$ cat src/rtl/mult_div_ctrl_pkg.sv
// Shared definitions for the multiply/divide unit: op codes, FSM states, helpers.
// Optional divider build enabled by defining MDU_DIV_EN.
package mult_div_ctrl_pkg;

  localparam int unsigned XLEN = 32;

  typedef enum logic [2:0] {
    MD_NONE  = 3'd0,
    MD_MULT  = 3'd1,
    MD_MULTU = 3'd2,
    MD_DIV   = 3'd3,
    MD_DIVU  = 3'd4,
    MD_MTHI  = 3'd5,
    MD_MTLO  = 3'd6
  } md_op_e;

  typedef enum logic [1:0] {
    IDLE = 2'd0,
    MUL  = 2'd1,
    DIV  = 2'd2
  } md_state_e;

  // Ops that occupy the unit for multiple cycles (drives hazard stall).
  function automatic logic is_md_op(md_op_e op);
    case (op)
      MD_MULT, MD_MULTU: return 1'b1;
`ifdef MDU_DIV_EN
      MD_DIV, MD_DIVU:   return 1'b1;
`endif
      default:           return 1'b0;
    endcase
  endfunction

  function automatic logic is_signed_op(md_op_e op);
    return (op == MD_MULT) || (op == MD_DIV);
  endfunction

endpackage

$ cat src/rtl/mult_div_ctrl_if.sv
// E-stage / hazard-unit interface of the multiply/divide unit.
interface mult_div_ctrl_if;
  import mult_div_ctrl_pkg::*;

  logic            Start;
  md_op_e          MDOp;
  logic [XLEN-1:0] A;
  logic [XLEN-1:0] B;
  logic            Busy;
  logic            Start2;
  logic [XLEN-1:0] HI;
  logic [XLEN-1:0] LO;

  modport master (output Start, MDOp, A, B, input Busy, Start2, HI, LO);
  modport slave  (input Start, MDOp, A, B, output Busy, Start2, HI, LO);
endinterface

$ cat src/rtl/md_core.sv
// Combinational 64-bit multiply and (with MDU_DIV_EN) divide on latched operands.
module md_core
  import mult_div_ctrl_pkg::*;
(
  input  logic [XLEN-1:0] a,
  input  logic [XLEN-1:0] b,
  input  logic            is_signed,
  input  logic            is_div,
  output logic [XLEN-1:0] hi,
  output logic [XLEN-1:0] lo,
  output logic            div_zero
);

  logic [2*XLEN-1:0] a_ext;
  logic [2*XLEN-1:0] b_ext;
  logic [2*XLEN-1:0] prod;

  // Sign-extend to 64 bits so one unsigned multiplier serves both signednesses.
  assign a_ext = {{XLEN{is_signed & a[XLEN-1]}}, a};
  assign b_ext = {{XLEN{is_signed & b[XLEN-1]}}, b};
  assign prod  = a_ext * b_ext;

`ifdef MDU_DIV_EN
  logic            a_neg;
  logic            b_neg;
  logic [XLEN-1:0] a_mag;
  logic [XLEN-1:0] b_mag;
  logic [XLEN-1:0] divisor;
  logic [XLEN-1:0] q_mag;
  logic [XLEN-1:0] r_mag;
  logic [XLEN-1:0] quo;
  logic [XLEN-1:0] rem;

  // Magnitude divide then re-sign: quotient truncates toward zero, remainder follows dividend.
  assign a_neg   = is_signed & a[XLEN-1];
  assign b_neg   = is_signed & b[XLEN-1];
  assign a_mag   = a_neg ? (~a + XLEN'(1)) : a;
  assign b_mag   = b_neg ? (~b + XLEN'(1)) : b;
  assign divisor = (b_mag == '0) ? XLEN'(1) : b_mag;
  assign q_mag   = a_mag / divisor;
  assign r_mag   = a_mag % divisor;
  assign quo     = (a_neg ^ b_neg) ? (~q_mag + XLEN'(1)) : q_mag;
  assign rem     = a_neg ? (~r_mag + XLEN'(1)) : r_mag;

  assign div_zero  = is_div & (b == '0);
  assign {hi, lo}  = is_div ? {rem, quo} : prod;
`else
  // No divider built: any divide request suppresses the result write.
  assign div_zero  = is_div;
  assign {hi, lo}  = prod;
`endif

endmodule

$ cat src/rtl/mult_div_ctrl.sv
// Multi-cycle multiply/divide controller: FSM, latency counter, HI/LO registers.
// Define MDU_DIV_EN to enable the DIV state and divide datapath.
module mult_div_ctrl
  import mult_div_ctrl_pkg::*;
#(
  parameter int unsigned MULT_CYC = 5,
  parameter int unsigned DIV_CYC  = 10
) (
  input  logic               clk,
  input  logic               reset,
  mult_div_ctrl_if.slave     bus
);

  localparam int unsigned MAX_CYC = (DIV_CYC > MULT_CYC) ? DIV_CYC : MULT_CYC;
  localparam int unsigned CNT_W   = $clog2(MAX_CYC + 1);

  md_state_e       state;
  logic [CNT_W-1:0] cnt;
  logic [XLEN-1:0] op_a;
  logic [XLEN-1:0] op_b;
  logic            op_signed;
  logic [XLEN-1:0] hi_q;
  logic [XLEN-1:0] lo_q;
  logic [XLEN-1:0] core_hi;
  logic [XLEN-1:0] core_lo;
  logic            core_zero;

  md_core u_core (
    .a         (op_a),
    .b         (op_b),
    .is_signed (op_signed),
    .is_div    (state == DIV),
    .hi        (core_hi),
    .lo        (core_lo),
    .div_zero  (core_zero)
  );

  assign bus.Start2 = bus.Start & is_md_op(bus.MDOp);
  assign bus.Busy   = (state != IDLE);
  assign bus.HI     = hi_q;
  assign bus.LO     = lo_q;

  always_ff @(posedge clk) begin
    if (reset) begin
      state     <= IDLE;
      cnt       <= '0;
      op_a      <= '0;
      op_b      <= '0;
      op_signed <= 1'b0;
      hi_q      <= '0;
      lo_q      <= '0;
    end else begin
      case (state)
        IDLE: begin
          if (bus.Start) begin
            case (bus.MDOp)
              MD_MULT, MD_MULTU: begin
                op_a      <= bus.A;
                op_b      <= bus.B;
                op_signed <= is_signed_op(bus.MDOp);
                cnt       <= CNT_W'(MULT_CYC - 1);
                state     <= MUL;
              end
`ifdef MDU_DIV_EN
              MD_DIV, MD_DIVU: begin
                op_a      <= bus.A;
                op_b      <= bus.B;
                op_signed <= is_signed_op(bus.MDOp);
                cnt       <= CNT_W'(DIV_CYC - 1);
                state     <= DIV;
              end
`endif
              MD_MTHI: hi_q <= bus.A;
              MD_MTLO: lo_q <= bus.A;
              default: ;
            endcase
          end
        end
        MUL, DIV: begin
          // Result lands on the edge the counter reaches zero; divide-by-zero keeps HI/LO.
          if (cnt == '0) begin
            if (!core_zero) begin
              hi_q <= core_hi;
              lo_q <= core_lo;
            end
            state <= IDLE;
          end else begin
            cnt <= cnt - CNT_W'(1);
          end
        end
        default: state <= IDLE;
      endcase
    end
  end

endmodule

$ cat src/flat_wrapper.sv
// flat-port wrapper written by rule: the top's interface ports become plain ports
module mult_div_ctrl_flat import mult_div_ctrl_pkg::*;
#(
  parameter int unsigned MULT_CYC = 5,
  parameter int unsigned DIV_CYC  = 10
)
  (clk, reset, bus_Start, bus_MDOp, bus_A, bus_B, bus_Busy, bus_Start2, bus_HI, bus_LO);
  mult_div_ctrl_if bus_i ();
  input  logic clk;
  input  logic reset;
  input wire logic [$bits(bus_i.Start)-1:0] bus_Start;
  input wire logic [$bits(bus_i.MDOp)-1:0] bus_MDOp;
  input wire logic [$bits(bus_i.A)-1:0] bus_A;
  input wire logic [$bits(bus_i.B)-1:0] bus_B;
  output wire logic [$bits(bus_i.Busy)-1:0] bus_Busy;
  output wire logic [$bits(bus_i.Start2)-1:0] bus_Start2;
  output wire logic [$bits(bus_i.HI)-1:0] bus_HI;
  output wire logic [$bits(bus_i.LO)-1:0] bus_LO;
  assign bus_i.Start = bus_Start;
  assign bus_i.MDOp = bus_MDOp;
  assign bus_i.A = bus_A;
  assign bus_i.B = bus_B;
  assign bus_Busy = bus_i.Busy;
  assign bus_Start2 = bus_i.Start2;
  assign bus_HI = bus_i.HI;
  assign bus_LO = bus_i.LO;
  mult_div_ctrl #(.MULT_CYC(MULT_CYC), .DIV_CYC(DIV_CYC)) u_core (.clk(clk), .reset(reset), .bus(bus_i));
endmodule
$ cat config.mk
export PLATFORM = sky130hd
export DESIGN_NAME = mult_div_ctrl_flat
export DESIGN_NICKNAME = d
export VERILOG_FILES = /design/src/rtl/mult_div_ctrl_pkg.sv /design/src/rtl/mult_div_ctrl_if.sv /design/src/rtl/md_core.sv /design/src/rtl/mult_div_ctrl.sv /design/src/flat_wrapper.sv
export SDC_FILE = /design/constraint.sdc
export NUM_CORES = 2
export LEC_CHECK = 0
export ABC_AREA = 1
export BUFFER_PORTS_ARGS = -buffer_cell sky130_fd_sc_hd__buf_4
export CELL_PAD_IN_SITES_DETAIL_PLACEMENT = 2
export CELL_PAD_IN_SITES_GLOBAL_PLACEMENT = 2
export CORE_MARGIN = 3
export CORE_UTILIZATION = 40
export CTS_BUF_LIST = sky130_fd_sc_hd__clkbuf_4
export DETAILED_ROUTE_END_ITERATION = 6
export GPL_TIMING_DRIVEN = 0
export PLACE_DENSITY_LB_ADDON = 0.1
export REMOVE_ABC_BUFFERS = 1
export SLEW_MARGIN = 10
export SYNTH_ARGS = -nofsm -noshare
export SYNTH_HDL_FRONTEND = slang
export SYNTH_SLANG_ARGS = --single-unit
$ cat constraint.sdc
create_clock -name clk -period 12.2 [get_ports clk]
set_input_delay 0.61 -clock clk [delete_from_list [all_inputs] [get_ports clk]]
set_output_delay 0.61 -clock clk [all_outputs]
set_load 0.03 [all_outputs]
Word level (Yosys, flattened, before mapping) --
Cells that the tools add are included.
Operators by class: muxes and demuxes 19, add/sub/neg operators 1, eq/ne operators 14, bitwise operators 3, reduce and logical (&&, ||, !) cells 12, multiply operators 1
Operator list (number):
- $mux W32 | 8
- $pmux W32 S2 | 2
- $mul A33 B33 Y64 | 1
- $mux W4 | 3
- $ne A2 B2 Y1 const B | 6
- $reduce_and A5 Y1 | 2
- $pmux W4 S2 | 1
- $eq A3 B2 Y1 const B | 2
- $eq A3 B3 Y1 const B | 2
- $mux W2 | 3
- $reduce_and A3 Y1 | 2
- $logic_not A4 Y1 | 1
- $pmux W2 S2 | 1
- $reduce_and A4 Y1 | 1
- $reduce_bool A2 Y1 | 2
- $reduce_or A2 Y1 | 2
- $sub A4 B1 Y4 const B | 1
- $and A1 B1 Y1 | 3
- $eq A3 B1 Y1 const B | 1
- $eq A2 B1 Y1 const B | 1
- $eq A2 B2 Y1 const B | 1
- $logic_not A2 Y1 | 1
- $ne A2 B1 Y1 const B | 1
- $logic_or A1 B1 Y1 | 1
- $mux W1 | 1
Storage, ports and cells: input bits 70, word-level logic and storage cells 57, register bits 135

Depth between registers and ports, before layout --
depth after elaboration 5, gate-level depth with buffers 35, gate-level depth less buffers 33

Modules after synthesis --
A second synthesis with hierarchy kept.
Second synthesis, totals: cell total of the unflattened synthesis 5842, area, all modules 45597.5 sq um
Modules (own cells, without submodules):
- md_core | cells each 5008, sequential area each 0.0 sq um, area an instance 39815.7 sq um, instances 1
- mult_div_ctrl | cells each 834, sequential area each 2682.6 sq um, area an instance 5781.8 sq um, instances 1

Least setup slack after synthesis --
No wires, ideal clock.
path kind flip-flop to flip-flop, start point reg u_core.op_a[31], end point reg u_core.hi_q[31] (netlist: u_core.bus.HI[31]), library setup time 0.120 ns, required time 12.080 ns, slack 4.972 ns, stages on the path, launching flop included 27, data arrival time 7.109 ns, cells stage by stage dfxtp_1 buf_2 nand2_1 clkbuf_1 nor2_1 fa_1 inv_1 fa_1 inv_1 fa_1 inv_1 fa_1 fa_1 fa_1 fa_1 fa_1 inv_1 ha_1 a21oi_1 a21boi_0 nand2_1 a21oi_1 nand2_1 a21oi_1 nand3_1 nand3_1 a21oi_1
Between the ends: cells in the longest elaborated chain, start to end 5
RTL lines:
- from (decl) | RTL line mult_div_ctrl.sv:19 | logic [XLEN-1:0] op_a;
- from (signal assigned) | RTL line mult_div_ctrl.sv:58 | op_a <= bus.A;
- $and A1 B1 Y1 | RTL line md_core.sv:19 | assign a_ext = {{XLEN{is_signed & a[XLEN-1]}}, a};
- $mul A33 B33 Y64 * | RTL line md_core.sv:21 | assign prod = a_ext * b_ext;
- $mux W32 * | RTL line mult_div_ctrl.sv:82 | if (!core_zero) begin
- $mux W32 * | RTL line mult_div_ctrl.sv:81 | if (cnt == '0) begin
- $pmux W32 S2 * | RTL line mult_div_ctrl.sv:53 | case (state)
- to (signal assigned) | RTL line mult_div_ctrl.sv:73 | MD_MTHI: hi_q <= bus.A;
- to (signal assigned) | RTL line mult_div_ctrl.sv:83 | hi_q <= core_hi;
- to (decl) | RTL line mult_div_ctrl.sv:22 | logic [XLEN-1:0] hi_q;
Every way passes the cells marked *; elsewhere a longest branch is shown, timed or not. The select of a mux whose other input is x is not followed. A chain may end at the register's enable or synchronous reset.

Worst setup path in the final report --
start point reg u_core.op_signed, end point reg u_core.hi_q[24] (netlist: u_core.bus.HI[24])
Between the ends: cells in the longest elaborated chain, start to end 5, elaborated cells between the ends (all ways) 6, classes of those cells mul: 1; mux: 3; bitwise: 2
RTL lines:
- from (decl) | RTL line mult_div_ctrl.sv:21 | logic op_signed;
- from (signal assigned) | RTL line mult_div_ctrl.sv:60 | op_signed <= is_signed_op(bus.MDOp);
- $and A1 B1 Y1, on equally long branches | RTL line md_core.sv:19, md_core.sv:20
- $mul A33 B33 Y64 * | RTL line md_core.sv:21
- $mux W32 * | RTL line mult_div_ctrl.sv:82
- $mux W32 * | RTL line mult_div_ctrl.sv:81
- $pmux W32 S2 * | RTL line mult_div_ctrl.sv:53
Marked as above.

==> results.toml <==
[route]
first_pass_iters = 6
vias = 37300
drc = 0
drt_wl_total_um = 176000
post_drt_wl_per_cell_um = 24.4
antenna_left = 0
via_per_inst = 5.17
drtIter0Drc = 1691

[placed_design]
dp_hpwl_um = 151000
port_buffers = 135
dp_slack_ns = 2.29
place_congestion = 0.899
place_inst = 7159

[pwr]
ir_drop_uv = 130
powerDensity_nw_per_um2 = 32.6
total_power_mw = 1.59
p_leak_nw = 26.5

[global_routing]
gr-total-overflow = 0
antenna_found_initial = 4
grt_max_degree = 66
grt_usage_pct = 31.2
grt_pass1_wl_um = 273000
grt_pass1_vias = 44800

[logic_synthesis]
syn_area_um2 = 45100
syn_area_per_cell_um2 = 7.80
synth_cell_type_count = 38
synth_warnings = 0
ys_seq_area_share_pct = 5.94
yosys_register_bits = 134
syn_inst = 5785

[status]
status = "complete, no violations"

[die]
dieArea_um2 = 117000
ios = 136
rows = 122
core_um2 = 111000
initial_core_util_pct = 40.6
dieHeight_um = 342
die_w_um = 342

[sta]
period_share_pct = 81.5
hold_violations = 0
setup_viol = 0
setup_tns_ns = 0
drv_slew = 0
rsz0062_at_grt = "false"
worst_slack_ns = 2.26
tightestPinTransition_ns = 1.26
maxSlewHeadroom_pct = 15.9
fin_crit_ns = 9.94
fmax_mhz = 101
finClkSkew_ns = 0.0909

[worst_setup_path]
critPathMaxStageDelay_ns = 0.92
worst_path_dominant_cell_family = "adder cells"
r2r_start = "u_core.op_signed"
slowest_stage = "fa_1"
cp_common_cell = "fa_1"
critPathRequiredTime_ns = 12.90
cp_data_arrival_time_ns = 10.64
start_kind = "flop"
endpoint_kind = "flop"
startpoint = "u_core.op_signed"
crit_buf_inv = 7
critPathKind = "flop to flop"
cp_max_fo = 16

[clock_tree]
cts_tree = "yes"
numCtsBuffers = 17
clock_latency_ns = 0.85
htree_num_levels = 4
path_clk_slew_ns = 0.13
root_buffer = "clkbuf_4"
cts_buffer_depth = 2
clock_sinks = 134
post_cts_buffers = 0

[layout]
nNetsFinal = 7119
area_growth_pct = 8.02
register_area_um2 = 2770
finalNonFillerCells = 7219
fillers = 12800
fin_util_pct = 43.8
final_common_cell = "inv_1"
multi_input_area_um2 = 35000
drive_gt1_share_pct = 6.03
layout_common_cells = "inv_1, nand2_1, fa_1"

[flow_run]
cap_violations = 0

[hold_path]
holdCritPathClass = "input pin to flop"
min-delay-start = "bus_A[9]"
area by class of cell:
type	instances	area share [%]
tap	1488	3.82
inverter	1671	12.9
clock inverter	15	0.282
clock buffer	17	0.262
multi-input combinational	3667	71.8
antenna	7	0.0359
timing repair buffer	220	5.26
sequential	134	5.67
Yosys cell counts:
library cell	number	share of area, %
inv_1	1666	14
nand2_1	1481	12
fa_1	1125	50
clkbuf_1	294	2.4
a21oi_1	223	2.5
nor2_1	220	1.8
ha_1	213	5.9
o21ai_0	151	1.7
dfxtp_1	134	5.9
nand3_1	120	1.3
nand4_1	19	0.26
a31oi_1	15	0.21
o21bai_1	13	0.22
buf_2	12	0.13
nand3b_1	10	0.17
nor2_2	10	0.14
or2_2	9	0.12
nand3_2	8	0.18
o21ai_1	8	0.089
a21oi_2	6	0.12
buf_1	6	0.050
nor3_1	6	0.067
inv_2	5	0.042
xnor2_1	5	0.097
nand2_2	4	0.055
a21boi_0	3	0.050
nor3_2	3	0.067
xor2_1	3	0.058
nor4_1	2	0.028
o21a_1	2	0.033
or2_0	2	0.028
a21o_1	1	0.017
a22oi_1	1	0.017
and3_1	1	0.014
buf_4	1	0.017
nor4_2	1	0.028
o21ai_2	1	0.019
o22ai_1	1	0.014
routing by layer:
metal	vias to the layer above	wire, um	GRT usage (%)
met4	0	6640	10.6
li1	16100	-	-
met3	243	4980	2.33
met2	702	93300	57.7
met5	-	0	0
met1	20200	71300	38.1
metrics by stage:
step | instance area [um^2] | hold slack [ns]
global route | 48800 | 0.0244
finish | 48800 | 0.0993
CTS | 48700 | 0.000816
floorplan | 43900 | 0.453
detailed placement | 48300 | 0.495
global placement | 46800 | 0.487
power breakdown:
| group | internal, mW | switching (mW) | total [mW] |
|---|---|---|---|
| combinational | 0.230 | 0.450 | 0.680 |
| sequential | 0.470 | 0.0735 | 0.543 |
| clock | 0.118 | 0.247 | 0.366 |
worst reg2reg max path, delay by kind of cell (launching register included):
kind,cells,cell delay (ns)
adder cells (fa/ha/maj),9,4.99
buffers and inverters,7,1.40
flip-flops,1,0.79
AND/OR/NAND/NOR,10,1.84
AO/OA/AOI/OAI,3,0.83
sequential cells by signal, summed over array words and instances, names as in the netlist:
name,flops
u_core.op_signed,1
u_core.op_a,32
u_core.state,1
u_core.bus.LO,32
u_core.bus.HI,32
u_core.cnt,4
u_core.op_b,32
what timing repair did:
action	in CTS	in global routing
endpoints found under the hold margin	22	0
gates resized for setup	0	0
endpoints found under the setup margin	0	0
hold buffers	21	0
path summary, 6_finish.rpt:
check	depth (start not counted)	endpoint	slack, ns
setup / recovery	29	u_core.bus.HI[24]	2.26
hold / removal	3	u_core.op_a[9]	0.1
setup reg to reg	29	u_core.bus.HI[24]	2.26
hold reg to reg	2	u_core.op_b[29]	0.51
cell families after synthesis:
| logic type | share of synthesized area (%) |
|---|---|
| DFF | 5.94 |
| buffers and inverters | 16.5 |
| and+or+nand+nor | 16.6 |
| xor gates and xnor gates | 0.155 |
| adders and majority gates | 55.8 |
| AOI/OAI and AO/OA | 4.93 |
No activity file was read; power rests on OpenSTA's default activity.
